File: src/rtl/shift_arbiter.sv
// shift_arbiter: round-robin arbiter sharing one 8-bit shift/rotate unit
// between NUM_REQ requesters. The granted command is executed in the grant
// cycle and its result is held in a one-entry response register tagged with
// the requester id. Throughput is one op per cycle when the consumer keeps
// rsp_ready high.

// Combinational 8-bit shift/rotate datapath.
module shift_unit (
  input  logic [7:0] data,
  input  logic [2:0] amt,
  input  logic [2:0] op,
  output logic [7:0] res
);

  logic [15:0] dbl_l;
  logic [15:0] dbl_r;

  // Rotates are taken from a doubled operand so no shift ever exceeds the
  // operand width and rotate-by-0 falls out naturally.
  always_comb begin
    dbl_l = {data, data} << amt;
    dbl_r = {data, data} >> amt;
    res   = data;
    case (op)
      3'b000:  res = data << amt;
      3'b001:  res = data >> amt;
      3'b010:  res = data << amt;
      3'b011:  res = 8'($signed(data) >>> amt);
      3'b100:  res = dbl_l[15:8];
      3'b101:  res = dbl_r[7:0];
      default: res = data;
    endcase
  end

endmodule

module shift_arbiter #(
  parameter int NUM_REQ = 4,
  parameter int ID_W    = 2
) (
  input  logic                 clk,
  input  logic                 rst_n,
  input  logic [NUM_REQ-1:0]   req_valid,
  output logic [NUM_REQ-1:0]   req_ready,
  input  logic [8*NUM_REQ-1:0] req_data,
  input  logic [3*NUM_REQ-1:0] req_amt,
  input  logic [3*NUM_REQ-1:0] req_op,
  output logic                 rsp_valid,
  input  logic                 rsp_ready,
  output logic [ID_W-1:0]      rsp_id,
  output logic [7:0]           rsp_data,
  output logic [15:0]          busy_cnt
);

  typedef struct packed {
    logic [7:0] data;
    logic [2:0] amt;
    logic [2:0] op;
  } cmd_t;

  typedef enum logic {EMPTY = 1'b0, FULL = 1'b1} state_t;

  state_t                 state_q, state_d;
  cmd_t [NUM_REQ-1:0]     cmd;
  cmd_t                   sel_cmd;
  logic [ID_W-1:0]        ptr_q;
  logic [ID_W-1:0]        ptr_nxt;
  logic [ID_W-1:0]        gnt_idx;
  logic                   gnt_any;
  logic                   can_accept;
  int                     scan_idx;
  logic [7:0]             exe_res;
  logic [ID_W-1:0]        rsp_id_q;
  logic [7:0]             rsp_data_q;
  logic [15:0]            cnt_q;

  // Unpack the flat per-requester command buses.
  for (genvar i = 0; i < NUM_REQ; i++) begin : g_unpack
    assign cmd[i].data = req_data[8*i +: 8];
    assign cmd[i].amt  = req_amt[3*i +: 3];
    assign cmd[i].op   = req_op[3*i +: 3];
  end

  // The response slot is free when empty or when it drains this cycle.
  assign can_accept = (state_q == EMPTY) | rsp_ready;

  // Round-robin search starting at the pointer and wrapping; gated by reset
  // so no requester is accepted while the block is held in reset.
  always_comb begin
    gnt_any  = 1'b0;
    gnt_idx  = '0;
    scan_idx = 0;
    if (rst_n && can_accept) begin
      for (int k = 0; k < NUM_REQ; k++) begin
        scan_idx = int'(ptr_q) + k;
        if (scan_idx >= NUM_REQ) scan_idx = scan_idx - NUM_REQ;
        if (!gnt_any && req_valid[scan_idx]) begin
          gnt_any = 1'b1;
          gnt_idx = ID_W'(scan_idx);
        end
      end
    end
  end

  // One-hot accept strobe for the granted requester only.
  always_comb begin
    req_ready = '0;
    if (gnt_any) req_ready[gnt_idx] = 1'b1;
  end

  // Pointer moves to the requester after the winner, wrapping modulo NUM_REQ.
  always_comb begin
    ptr_nxt = gnt_idx + ID_W'(1);
    if (gnt_idx == ID_W'(NUM_REQ - 1)) ptr_nxt = '0;
  end

  assign sel_cmd = cmd[gnt_idx];

  shift_unit u_shift (
    .data (sel_cmd.data),
    .amt  (sel_cmd.amt),
    .op   (sel_cmd.op),
    .res  (exe_res)
  );

  // Response-slot FSM next state.
  always_comb begin
    state_d = state_q;
    case (state_q)
      EMPTY: if (gnt_any) state_d = FULL;
      FULL:  if (rsp_ready && !gnt_any) state_d = EMPTY;
      default: state_d = EMPTY;
    endcase
  end

  // FSM state register.
  always_ff @(posedge clk or negedge rst_n) begin
    if (!rst_n) state_q <= EMPTY;
    else        state_q <= state_d;
  end

  // Pointer, response payload and saturating grant counter update on grant.
  always_ff @(posedge clk or negedge rst_n) begin
    if (!rst_n) begin
      ptr_q      <= '0;
      rsp_id_q   <= '0;
      rsp_data_q <= '0;
      cnt_q      <= '0;
    end else if (gnt_any) begin
      ptr_q      <= ptr_nxt;
      rsp_id_q   <= gnt_idx;
      rsp_data_q <= exe_res;
      if (cnt_q != 16'hFFFF) cnt_q <= cnt_q + 16'd1;
    end
  end

  assign rsp_valid = (state_q == FULL);
  assign rsp_id    = rsp_id_q;
  assign rsp_data  = rsp_data_q;
  assign busy_cnt  = cnt_q;

endmodule
File: config.mk
export PLATFORM = sky130hd
export DESIGN_NAME = shift_arbiter
export DESIGN_NICKNAME = d
export VERILOG_FILES = /design/src/rtl/shift_arbiter.sv
export SDC_FILE = /design/constraint.sdc
export NUM_CORES = 1
export LEC_CHECK = 0
export CORE_MARGIN = 5
export CORE_UTILIZATION = 50
export DETAILED_ROUTE_END_ITERATION = 16
export GPL_ROUTABILITY_DRIVEN = 0
export HOLD_SLACK_MARGIN = 0.03
export PLACE_DENSITY = 0.87
export RECOVER_POWER = 100
export SLEW_MARGIN = 15
export SYNTH_ARGS = -nofsm -noshare
export SYNTH_HDL_FRONTEND = slang
export SYNTH_SLANG_ARGS = --single-unit
File: constraint.sdc
create_clock -name clk -period 9.1 [get_ports clk]
set_clock_uncertainty 0.1 [all_clocks]
set_input_delay 0.91 -clock clk [delete_from_list [all_inputs] [get_ports clk]]
set_output_delay 0.91 -clock clk [all_outputs]
set_load 0.01 [all_outputs]
==> implementation parameters <==
Parameter                              Value

Drt
  Detailed router's first-iteration violation count    330
  Routed length per placed instance    19.7 um
  1st-pass router iterations    5
  Remaining antenna violation count    0
  DR DRC count    0
  Via count    2862
  Vias/cell    6.48
  Total length of routed wires    8730 um

STA
  Slew @ Worst Pin    1630 ps
  Setup TNS    0 ps
  Count of endpoints failing hold in the final timing report    0
  Period utilization    71.8%
  Number of max-slew violations in the final report    32
  Post-layout min period    6540 ps
  Maximum achievable frequency    153 MHz
  Slew headroom    -9.00%
  RSZ-0062 raised after global routing    no
  Final setup vio count    0

Floorplan
  Die area    0.00700 mm2
  Top-Level Pins    94
  Number of placement rows    26
  Effective utilization at floorplan    52.4%
  X dimension of the die    83.7 um
  Die Span Y    83.7 um
  Floorplan Core Area    0.00517 mm2

GRT
  GRT Overall Usage    25.2%
  Global-route wire length before repair    14400 um
  Maximum number of pins on one net before global-route repair    32
  Antenna violations before repair    0
  Residual overflow from global routing    0
  Vias in the first global route    2934

Logic synthesis
  Syn avg cell area    9.62 um2
  Async set or reset register ratio after synthesis    100%
  Number of distinct library cells after synthesis    63
  #FFs+latches synth    29
  Syn. warnings    0
  Leading register cell type out of synthesis    dfrtp_1
  Cells after synthesis    282
  Syn_nets    350
  Post-synth EDFFs    0
  Synthesized area    0.00271 mm2
  Sequential share of the synthesized area    26.8%

Power and ir drop
  Cell leakage power    0.00153 uW
  VDD IR max    0.154 mV
  Total power divided by cell area    196 mW/mm2
  Final total power    735 uW

Setup path
  Most Frequent Cell on Critical Path    a2111oi_0
  Longest individual stage delay on the worst path    1170 ps
  Crit. End Element    register
  Crit path arrival time    6600 ps
  Crit path from    rst_n
  Kind of cell with the highest combined delay on the critical path    buffers and inverters
  Required @ worst endpoint    9170 ps
  Kind of launch point of the worst setup path    input port
  Cell chain of the critical path    dlygate4sd3_1, clkbuf_1, nand3_1, a2111oi_0, buf_4, mux4_1, inv_1, and2_0, and3b_1, a2111oi_0, nor3_1
  Critical register-to-register path startpoint    ptr_q[1]
  Critical path class    in -> reg
  Master of the slowest instance on the critical path    clkbuf_1
  Biggest fanout along the worst timing path    31
  Buffering stage count on the worst path with inverters included    4

CTS
  Clock transition at the registers of the reported paths    70 ps
  Clock latency at the later pin of the worst-skew pair    290 ps
  Post-CTS repair timing setup buffer count    0
  Max H-tree Level    2
  Clock buffers created by TritonCTS    5
  Number of sinks driven by the clock tree    29
  Clock tree root driver cell    clkbuf_8
  Clk buf depth    2
  Hold buffer count at cts    0
  Clock tree from TritonCTS    done
  Total of cells resized after clock tree synthesis    0

Layout
  Final-layout fill cell count    366
  Share of cells above drive strength 1    5.91%
  Area occupied by multi-input gates    0.00184 mm2
  Post-route cell area    0.00375 mm2
  Layout area overhead    38.4%
  Number of nets at the end of the flow    439
  Area used by sequential logic in the layout    726 um2
  Antenna Cells    0

Min path
  Type of the tightest min-delay check    reg -> reg
  Worst Min Path Start    busy_cnt[15]

Placed design
  Count of buffers from port buffering    93
  Half-perimeter wire length of the detailed placement result    6580 um
  Placed Area    0.00367 mm2

Outcome
  Failing checks    capacitance limit, slew limit
  Result of the run    complete, but fails checks

Flow run
  Reported max-cap violation count    1
==> logic make-up (layout without fill, tap and decap cells) <==
family | Yosys count | count (layout) | synth area share [%]
xor gates and xnor gates | 14 | 14 | 4.52
AOI/OAI and AO/OA | 69 | 69 | 18.5
adders and majority gates | 5 | 5 | 2.31
DFF | 29 | 29 | 26.8
and+or+nand+nor | 92 | 92 | 18.0
buffers and inverters | 21 | 111 | 5.03
muxes | 52 | 52 | 24.9
==> power by group <==
part	total, uW	switching (uW)	internal, uW
clock	144	54.8	89.0
combinational	394	212	182
sequential	197	32.8	164
==> through the flow <==
stage	instances	setup WS, ps	utilization, %	hold WS, ps
5_1_grt	442	1980	72.6	432
2_1_floorplan	282	5400	-	412
6_report	442	2560	72.6	398
3_5_place_dp	434	3790	71.0	384
4_1_cts	442	4080	73.3	404
3_3_place_gp	434	3920	71.0	380
==> state kept, by name, indices dropped and copies added (netlist names) <==
signal     cells
rsp_id         2
busy_cnt      16
ptr_q          2
rsp_valid      1
rsp_data       8
==> layout make-up <==
type,instances,area share [%]
clock buffers,6,2.20
clock inverters,2,1.00
inverters,4,0.400
multi-input cells,232,49.0
flip-flops and latches,29,19.3
well taps,70,2.33
repair buffers,99,25.8
==> final timing paths <==
check / cells after the start / end / slack (ps)
worst max-delay path: 11 / rsp_data[2] / 2560
worst min-delay path: 1 / busy_cnt[15] / 400
worst max register to register: 10 / rsp_data[4] / 4250
worst min register to register: 1 / busy_cnt[15] / 400
max in group asynchronous: 2 / rsp_data[4] / 6480
min in group asynchronous: 2 / rsp_data[2] / 1460
==> placed cells by master, fill, tap and decap left out, types with 5 or more instances in the layout <==
cell type	count
nand3_1	14
clkbuf_8	6
dfrtp_1	29
a21oi_1	10
a311oi_1	5
nand2_1	28
ha_1	5
nor2_1	11
mux2i_1	34
o21ai_0	9
dlygate4sd3_1	32
xnor2_1	11
nor3_1	5
mux4_1	7
mux2_2	5
a31oi_1	6
clkdlybuf4s50_1	61
a2111oi_0	5
==> cells in the mapped netlist (5+ instances only) <==
cell type  number  area (um2)
a21oi_1        10        50.1
nand3_1        13        65.1
clkbuf_1        7        26.3
nor3_1          5        25.0
dfrtp_1        29         726
o21ai_0         8        40.0
ha_1            5        62.6
nand2_1        28         105
mux4_1          7         184
a31oi_1         6        37.5
mux2_2          6        67.6
mux2i_1        34         340
xnor2_1        11        96.3
nor2_1         11        41.3
and2_1          8        50.1
==> worst register-to-register path: cells and delay by family (launching register included) <==
| family | cells | cell delay [ps] |
|---|---|---|
| compound gates | 3 | 1390 |
| buf+inv | 2 | 900 |
| flops | 1 | 460 |
| mux | 2 | 1070 |
| simple gates | 3 | 830 |
==> layer usage <==
layer	vias to the layer above	GRT usage, %	part of all wire (%)
met3	34	5.73	9.0
met5	-	0	0
met1	1361	31.7	39
li1	1281	-	-
met4	0	8.92	3.0
met2	186	42.2	49
Power figures use the tool's default switching activity.
